**config.mk**
```make
export PLATFORM = sky130hd
export DESIGN_NAME = pipe_ctrl_unit
export DESIGN_NICKNAME = d
export VERILOG_FILES = /design/src/rtl/pipe_ctrl_unit.sv
export SDC_FILE = /design/constraint.sdc
export NUM_CORES = 1
export LEC_CHECK = 0
export CAP_MARGIN = 20
export CORE_ASPECT_RATIO = 0.75
export CORE_MARGIN = 2
export CORE_UTILIZATION = 38
export CTS_CLUSTER_DIAMETER = 120
export DETAILED_ROUTE_END_ITERATION = 10
export HOLD_SLACK_MARGIN = 0.06
export PLACE_DENSITY = 0.72
export SLEW_MARGIN = 5
export SYNTH_ARGS = -nofsm -noshare
export SYNTH_HDL_FRONTEND = slang
export SYNTH_SLANG_ARGS = --single-unit
```
**constraint.sdc**
```tcl
create_clock -name clk -period 1.13 [get_ports clk]
set_input_delay 0.113 -clock clk [delete_from_list [all_inputs] [get_ports clk]]
set_output_delay 0.113 -clock clk [all_outputs]
set_load 0.01 [all_outputs]
```
**src/rtl/pipe_ctrl_unit.sv**
```systemverilog
// pipe_ctrl_unit: pipelined RV32I control decode carried through the ID/EX, EX/MM and MM/WB registers
module pipe_ctrl_unit #(
  parameter bit EXT_OPS   = 1'b1,
  parameter bit BR_EXT    = 1'b1,
  parameter int ALUCTRL_W = 4
) (
  input  logic                 clk,
  input  logic                 reset,
  input  logic [6:0]           opD,
  input  logic [2:0]           funct3D,
  input  logic                 funct7b5D,
  input  logic                 FlushE,
  input  logic                 ZeroE,
  input  logic                 LtE,
  input  logic                 LtuE,
  output logic [2:0]           ImmSrcD,
  output logic                 IllegalD,
  output logic                 RegWriteE,
  output logic                 RegWriteM,
  output logic                 RegWriteW,
  output logic [1:0]           ResultSrcE,
  output logic [1:0]           ResultSrcM,
  output logic [1:0]           ResultSrcW,
  output logic                 MemWriteM,
  output logic [ALUCTRL_W-1:0] ALUControlE,
  output logic                 ALUSrcAE,
  output logic                 ALUSrcBE,
  output logic                 PCTargetSrcE,
  output logic                 PCSrcE,
  output logic                 IllegalE
);
  localparam logic [6:0] OP_LOAD   = 7'b0000011;
  localparam logic [6:0] OP_STORE  = 7'b0100011;
  localparam logic [6:0] OP_R      = 7'b0110011;
  localparam logic [6:0] OP_I      = 7'b0010011;
  localparam logic [6:0] OP_BRANCH = 7'b1100011;
  localparam logic [6:0] OP_JAL    = 7'b1101111;
  localparam logic [6:0] OP_LUI    = 7'b0110111;
  localparam logic [6:0] OP_AUIPC  = 7'b0010111;
  localparam logic [6:0] OP_JALR   = 7'b1100111;

  typedef enum logic [3:0] {
    ALU_ADD  = 4'd0,
    ALU_SUB  = 4'd1,
    ALU_AND  = 4'd2,
    ALU_OR   = 4'd3,
    ALU_XOR  = 4'd4,
    ALU_SLT  = 4'd5,
    ALU_SLTU = 4'd6,
    ALU_SLL  = 4'd7,
    ALU_SRL  = 4'd8,
    ALU_SRA  = 4'd9
  } alu_op_e;

  typedef struct packed {
    logic       reg_write;
    logic [1:0] result_src;
    logic       mem_write;
    logic       jump;
    logic       branch;
    logic [2:0] funct3;
    alu_op_e    alu_ctrl;
    logic       alu_src_a;
    logic       alu_src_b;
    logic       pc_target_src;
    logic       illegal;
  } idex_t;

  typedef struct packed {
    logic       reg_write;
    logic [1:0] result_src;
    logic       mem_write;
  } exmm_t;

  typedef struct packed {
    logic       reg_write;
    logic [1:0] result_src;
  } mmwb_t;

  alu_op_e    alu_f3;
  idex_t      dec;
  logic [2:0] imm_src;
  logic       legal;
  logic       br_ok;
  idex_t      idex_d, idex_q;
  exmm_t      exmm_d, exmm_q;
  mmwb_t      mmwb_d, mmwb_q;
  logic       br_base;
  logic       taken;

  // Arithmetic op selected by funct3; funct7b5 only picks sra over srl here
  always_comb begin
    alu_f3 = ALU_ADD;
    case (funct3D)
      3'b001:  alu_f3 = ALU_SLL;
      3'b010:  alu_f3 = ALU_SLT;
      3'b011:  alu_f3 = ALU_SLTU;
      3'b100:  alu_f3 = ALU_XOR;
      3'b101:  alu_f3 = funct7b5D ? ALU_SRA : ALU_SRL;
      3'b110:  alu_f3 = ALU_OR;
      3'b111:  alu_f3 = ALU_AND;
      default: alu_f3 = ALU_ADD;
    endcase
  end

  // Main decoder: raw control word and legality of the current encoding
  always_comb begin
    dec     = '0;
    imm_src = 3'b000;
    legal   = 1'b0;
    br_ok   = (funct3D == 3'b000) ||
              (BR_EXT && (funct3D == 3'b001 || funct3D[2]));
    dec.funct3 = funct3D;
    case (opD)
      OP_LOAD: begin
        legal          = 1'b1;
        dec.reg_write  = 1'b1;
        dec.result_src = 2'b01;
        dec.alu_src_b  = 1'b1;
      end
      OP_STORE: begin
        legal         = 1'b1;
        imm_src       = 3'b001;
        dec.mem_write = 1'b1;
        dec.alu_src_b = 1'b1;
      end
      OP_R: begin
        legal         = 1'b1;
        dec.reg_write = 1'b1;
        dec.alu_ctrl  = (funct3D == 3'b000 && funct7b5D) ? ALU_SUB : alu_f3;
      end
      OP_I: begin
        legal         = 1'b1;
        dec.reg_write = 1'b1;
        dec.alu_src_b = 1'b1;
        dec.alu_ctrl  = alu_f3;
      end
      OP_BRANCH: begin
        legal        = br_ok;
        imm_src      = 3'b010;
        dec.branch   = 1'b1;
        dec.alu_ctrl = ALU_SUB;
      end
      OP_JAL: begin
        legal          = 1'b1;
        imm_src        = 3'b011;
        dec.reg_write  = 1'b1;
        dec.result_src = 2'b10;
        dec.jump       = 1'b1;
      end
      OP_LUI: begin
        legal          = EXT_OPS;
        imm_src        = 3'b100;
        dec.reg_write  = 1'b1;
        dec.result_src = 2'b11;
      end
      OP_AUIPC: begin
        legal         = EXT_OPS;
        imm_src       = 3'b100;
        dec.reg_write = 1'b1;
        dec.alu_src_a = 1'b1;
        dec.alu_src_b = 1'b1;
      end
      OP_JALR: begin
        legal             = EXT_OPS;
        dec.reg_write     = 1'b1;
        dec.result_src    = 2'b10;
        dec.jump          = 1'b1;
        dec.pc_target_src = 1'b1;
        dec.alu_src_b     = 1'b1;
      end
      default: legal = 1'b0;
    endcase
  end

  // Illegal encodings become an inert word tagged illegal; a flush discards the decode entirely
  always_comb begin
    ImmSrcD  = legal ? imm_src : 3'b000;
    IllegalD = ~legal;
    idex_d   = dec;
    if (!legal) begin
      idex_d         = '0;
      idex_d.illegal = 1'b1;
    end
    if (FlushE) idex_d = '0;
  end

  // Later stages only keep the writeback-related controls
  always_comb begin
    exmm_d.reg_write  = idex_q.reg_write;
    exmm_d.result_src = idex_q.result_src;
    exmm_d.mem_write  = idex_q.mem_write;
    mmwb_d.reg_write  = exmm_q.reg_write;
    mmwb_d.result_src = exmm_q.result_src;
  end

  // Pipeline registers; reset empties every stage at once
  always_ff @(posedge clk) begin
    if (reset) begin
      idex_q <= '0;
      exmm_q <= '0;
      mmwb_q <= '0;
    end else begin
      idex_q <= idex_d;
      exmm_q <= exmm_d;
      mmwb_q <= mmwb_d;
    end
  end

  // Branch resolution: funct3[2] picks the compare flavour, funct3[0] inverts, 010/011 never taken
  always_comb begin
    br_base = idex_q.funct3[2] ? (idex_q.funct3[1] ? LtuE : LtE) : ZeroE;
    taken   = (idex_q.funct3[2] | ~idex_q.funct3[1]) & (br_base ^ idex_q.funct3[0]);
    PCSrcE  = idex_q.jump | (idex_q.branch & taken);
  end

  assign RegWriteE    = idex_q.reg_write;
  assign ResultSrcE   = idex_q.result_src;
  assign ALUControlE  = ALUCTRL_W'(idex_q.alu_ctrl);
  assign ALUSrcAE     = idex_q.alu_src_a;
  assign ALUSrcBE     = idex_q.alu_src_b;
  assign PCTargetSrcE = idex_q.pc_target_src;
  assign IllegalE     = idex_q.illegal;
  assign RegWriteM    = exmm_q.reg_write;
  assign ResultSrcM   = exmm_q.result_src;
  assign MemWriteM    = exmm_q.mem_write;
  assign RegWriteW    = mmwb_q.reg_write;
  assign ResultSrcW   = mmwb_q.result_src;
endmodule

```
# [Word level (Yosys, flattened, before mapping)]
# Index checks and enable logic that the tools add are counted.
[word_totals] wordCells=68 out_inout_bits=23 ff_bits=24
[op_classes] bitwise=7 n_mux=18 n_eq_ne=16 n_reduce_logical=11
[op_table] operator="case mux 4 bit (7 select lines)" count=1
[op_table] operator="== test 7 x 6 -> 1 bit (second input constant)" count=3
[op_table] operator="== test 7 bit (second input constant)" count=3
[op_table] operator="== test 7 x 5 -> 1 bit (second input constant)" count=2
[op_table] operator="== test 3 bit (second input constant)" count=4
[op_table] operator="case mux 3 bit (4 select lines)" count=1
[op_table] operator="case mux 4 bit (3 select lines)" count=1
[op_table] operator="two-way mux 1 bit" count=11
[op_table] operator="OR reduction 8 bit" count=1
[op_table] operator="== test 7 x 2 -> 1 bit (second input constant)" count=1
[op_table] operator="OR reduction 7 bit" count=1
[op_table] operator="== test 3 x 2 -> 1 bit (second input constant)" count=2
[op_table] operator="case mux 2 bit (3 select lines)" count=1
[op_table] operator="OR reduction 2 bit" count=3
[op_table] operator="OR reduction 5 bit" count=1
[op_table] operator="two-way mux 4 bit" count=1
[op_table] operator="== test 3 x 1 -> 1 bit (second input constant)" count=1
[op_table] operator="zero test 3 bit" count=1
[op_table] operator="two-way mux 3 bit" count=1
[op_table] operator="OR reduction 3 bit" count=1
[op_table] operator="AND 1 bit" count=2
[op_table] operator="logical OR 1 bit" count=2
[op_table] operator="NOT 1 bit" count=2
[op_table] operator="OR 1 bit" count=2
[op_table] operator="3 further kinds" count=3

# [Logic depth before layout (Yosys ltp)]
[logic_depth] depth_word=6 depth_mapped=5

# [Least setup slack after synthesis]
# OpenSTA, ideal clock, no wires.
[synth_path] path_type="in2out" from="input port opD[2]" to="output port ImmSrcD[1]" setup_slack_ns=-0.076 stages=5 required_ns=1.017 arrival_time_ns=1.093 path_cell_list="buf_2 > nand4b_1 > nor2_2 > a31oi_4 > nor4_2"
[synth_between] elab_chain_cells=4 word_cells_on_any_way=14
[synth_rtl] item="from (decl)" line="9" rtl="input logic [6:0] opD,"
[synth_rtl] item="== test 7 bit, or another cell as far along" line="114" rtl="case (opD)"
[synth_rtl] item="OR reduction 8 bit (no line) or OR reduction 2 bit (tied branches)"
[synth_rtl] item="case mux 1 bit (2 select lines) or case mux 3 bit (4 select lines) (tied branches)" line="114"
[synth_rtl] item="two-way mux 3 bit *" line="178" rtl="ImmSrcD = legal ? imm_src : 3'b000;"
[synth_rtl] item="to (decl)" line="16" rtl="output logic [2:0] ImmSrcD,"
# Mark *: on every way between the ends. The rest lies on a longest branch, timed or not.

# [Worst setup path in the final report]
[layout_path] from="register idex_q[9] in the netlist's numbering" to="output port PCSrcE"
[layout_between] elab_chain_cells=6 word_cells_on_any_way=8
[layout_rtl] item="from (decl)" line="85" rtl="idex_t idex_d, idex_q;"
[layout_rtl] item="from (signal assigned)" line="204" rtl="idex_q <= idex_d;"
[layout_rtl] item="two-way mux 1 bit (2 in series)" line="212" rtl="br_base = idex_q.funct3[2] ? (idex_q.funct3[1] ? LtuE : LtE) : ZeroE;"
[layout_rtl] item="XOR 1 bit" line="213" rtl="taken = (idex_q.funct3[2] | ~idex_q.funct3[1]) & (br_base ^ idex_q.funct3[0]);"
[layout_rtl] item="AND 1 bit *" line="213"
[layout_rtl] item="AND 1 bit *" line="214" rtl="PCSrcE = idex_q.jump | (idex_q.branch & taken);"
[layout_rtl] item="OR 1 bit *" line="214"
[layout_rtl] item="to (decl)" line="29" rtl="output logic PCSrcE,"
# Marks and branches as above.

==> reports/metrics.csv <==
metric,value,unit
setup_viol,3,
path_cells,mux2i_1 -> a21oi_1 -> xor2_1 -> a31o_1 -> buf_2,
syn_avg_cell_area,9.50,sq um
ant_nets,0,
end_kind,output pin,
wl_per_cell,13.7,microns
startpoint,idex_q[9]$_SDFF_PP0_,
totalWireLength,2920,microns
synthTopCellsByArea,"dfxtp_1 (48%), nor2_1 (6.0%), buf_4 (4.5%), nor2b_1 (4.3%), nand2_1 (3.0%)",
die_w,63.5,microns
ir_drop,0.000504,V
ff2ff_setup_slack,0.56,ns
drv_slew,0,
dp_slack,-0.906,ns
cts_buffer_depth,2,
nFillCells,217,
row_count,16,
drv_cap,0,
placed_cell_area,0.00156,sq mm
yosysSeqAreaShare,0.477,
fin_crit_sh,1.32,
synth_nets,123,
setup.worst_path.class,flip-flop to output pin,
p_per_area,879,mW/mm^2
grt-ovfl-total,0,
antenna_found_initial,0,
ys_ff_latch,24,
violations,negative setup slack,
clock.fmax,0.671,GHz
cp_top_family,flip-flops,
yosysUniqueCellTypes,35,
crit_path_top_delay_cell,dfxtp_2,
grtUsageTotal,0.198,
grt_pass1_wl,4800,microns
core,0.00256,sq mm
hold_buffers,0,
gp_congestion,0.922,
initial_core_util,0.393,
insertion_delay,0.30,ns
cp_slowest_stage_delay,0.35,ns
routed_via_density,4.69,
outcome,finished with violations,
syn_area,0.00101,sq mm
synth_flop_cell,dfxtp_1,
layoutNonFillerInstCount,213,
grt_pass1_vias,1034,
r2r_start,ResultSrcE[0]$_SDFF_PP0_,
critPathLaunchType,flip-flop,
place_inst,195,
final_util,0.661,
synth_area_leader_cell,dfxtp_1,
layout_min_cycle_time,1.49,ns
clk_pin_slew,0.12,ns
route.detailed.drc,0,
cts.sinks,24,
leakagePower,0.000801,uW
first_pass_iters,4,
cp_max_fo,2,
htreeDepth,1,
hp-class,input pin to flip-flop,
diodes,0,
final_cell_area,0.00169,sq mm
min_from,funct3D[1],
syn_inst,106,
drt_iter0_drc,40,
die_h,48.6,microns
grt_max_degree,13,
hold_viol,0,
nNetsFinal,196,
hpwl,1940,microns
worstPathArrival,1.38,ns
layout-drive-gt1-share,0.390,
fin_skew,0.000516,ns
async_flop_share,0,
area_delta_synth_final,68.2,%
crit_required,1.02,ns
yosysWarnings,0,
synth_top_area_share,0.477,
worst_slew_pin_slew,0.288,ns
cts_buffers,3,
port_buffers,39,
dieArea,0.00308,sq mm
critPathBufInv,1,
ctsRootBufferMaster,clkbuf_4,
ioPinCount,40,
relSlewSlack,0.808,
vias,999,
cts_tree,built,
synth-edff-count,0,
worst_slack,-0.360,ns
rsz0062_at_grt,yes,
==> layer usage <==
layer / track usage / part of all wire / vias to the layer above
met4: 0.109 / 0.036 / 0
met5: 0 / 0 / -
li1: - / - / 500
met3: 0.0488 / 0.059 / 10
met2: 0.335 / 0.49 / 38
met1: 0.229 / 0.41 / 451
==> path summary, 6_finish.rpt <==
| kind | endpoint | depth (start not counted) |
|---|---|---|
| worst max-delay path | PCSrcE | 5 |
| worst min-delay path | ALUControlE[3]$_SDFF_PP0_ | 3 |
| worst max register to register | ResultSrcM[0]$_SDFF_PP0_ | 1 |
| worst min register to register | MemWriteM$_SDFF_PP0_ | 1 |
==> final cells by class <==
cell class / count / area, sq um / area share
repair buffers: 77 / 641 / 0.378
flip-flops and latches: 24 / 482 / 0.284
clock buffers: 3 / 22.5 / 0.0133
multi-input cells: 72 / 500 / 0.295
well taps: 36 / 45.0 / 0.0266
inverters: 1 / 3.75 / 0.00222
==> cells by family after synthesis <==
family | after synthesis | share of synthesized area
compound gates | 14 | 0.114
xor+xnor | 3 | 0.0261
buf+inv | 10 | 0.0683
flops | 24 | 0.477
mux | 3 | 0.0311
simple gates | 52 | 0.283
==> tightest hold or removal path: stages <==
cell	delay [ns]
buf_2	0.11
buf_4	0.14
nor3_2	0.05
==> cells in the final DEF (no fill, tap or decap), types with 2 or more instances in the layout <==
| cell type | synthesis | layout |
|---|---|---|
| buf_4 | 6 | 33 |
| dfxtp_1 | 24 | 23 |
| dlygate4sd2_1 | 0 | 18 |
| nor2_1 | 16 | 14 |
| buf_2 | 1 | 8 |
| nand2_1 | 8 | 7 |
| nor2b_1 | 7 | 7 |
| clkdlybuf4s50_1 | 0 | 7 |
| buf_6 | 1 | 7 |
| a21oi_1 | 4 | 4 |
| xor2_1 | 3 | 3 |
| clkbuf_4 | 0 | 3 |
| nand2b_1 | 3 | 2 |
| nand4b_1 | 2 | 2 |
| nor4_4 | 0 | 2 |
| mux2i_1 | 2 | 2 |
| nor2_2 | 1 | 2 |
| nand3_1 | 2 | 2 |
| o21ai_0 | 2 | 2 |
| and3_1 | 2 | 2 |
| nor3_1 | 3 | 2 |
| buf_8 | 0 | 2 |
==> where the power goes <==
part | internal [uW] | switching, uW | leakage (uW) | total (uW)
combinational | 158 | 130 | 0.000593 | 288
sequential | 851 | 1.47 | 0.000194 | 852
clock | 124 | 226 | 0.0000138 | 350
total | 1130 | 357 | 0.000801 | 1490
==> cell usage after synthesis (2+ instances only) <==
library cell / number
buf_4: 6
nand3_1: 2
nand2b_1: 3
nor3_1: 3
nand4b_1: 2
nand2_1: 8
xor2_1: 3
a21oi_1: 4
mux2i_1: 2
and3_1: 2
dfxtp_1: 24
o21ai_0: 2
nor2_1: 16
nor4_2: 2
nor2b_1: 7
==> metrics by stage <==
stage / hold WS, ns / total power, uW / setup TNS [ns]
floorplan: 0.185 / 964 / 0
global placement: 0.428 / 1110 / -9.79
detailed placement: 0.436 / 1120 / -10.68
CTS: 0.124 / 1480 / -0.489
global route: 0.141 / 1550 / -0.775
finish: 0.138 / 1490 / -0.542
==> repair_timing <==
| item | CTS | global route |
|---|---|---|
| setup buffers | 13 | 2 |
| pin swaps | 9 | 5 |
| resized for setup | 86 | 6 |
| setup endpoints to repair | 36 | 7 |
==> sequential cells by signal (all words and copies together), names as in the netlist, 2 cells and up <==
register and cells:
ResultSrcW 2, ResultSrcM 2, ALUControlE 4, ResultSrcE 2, idex_q 5
(Power assumes the default switching activity.)
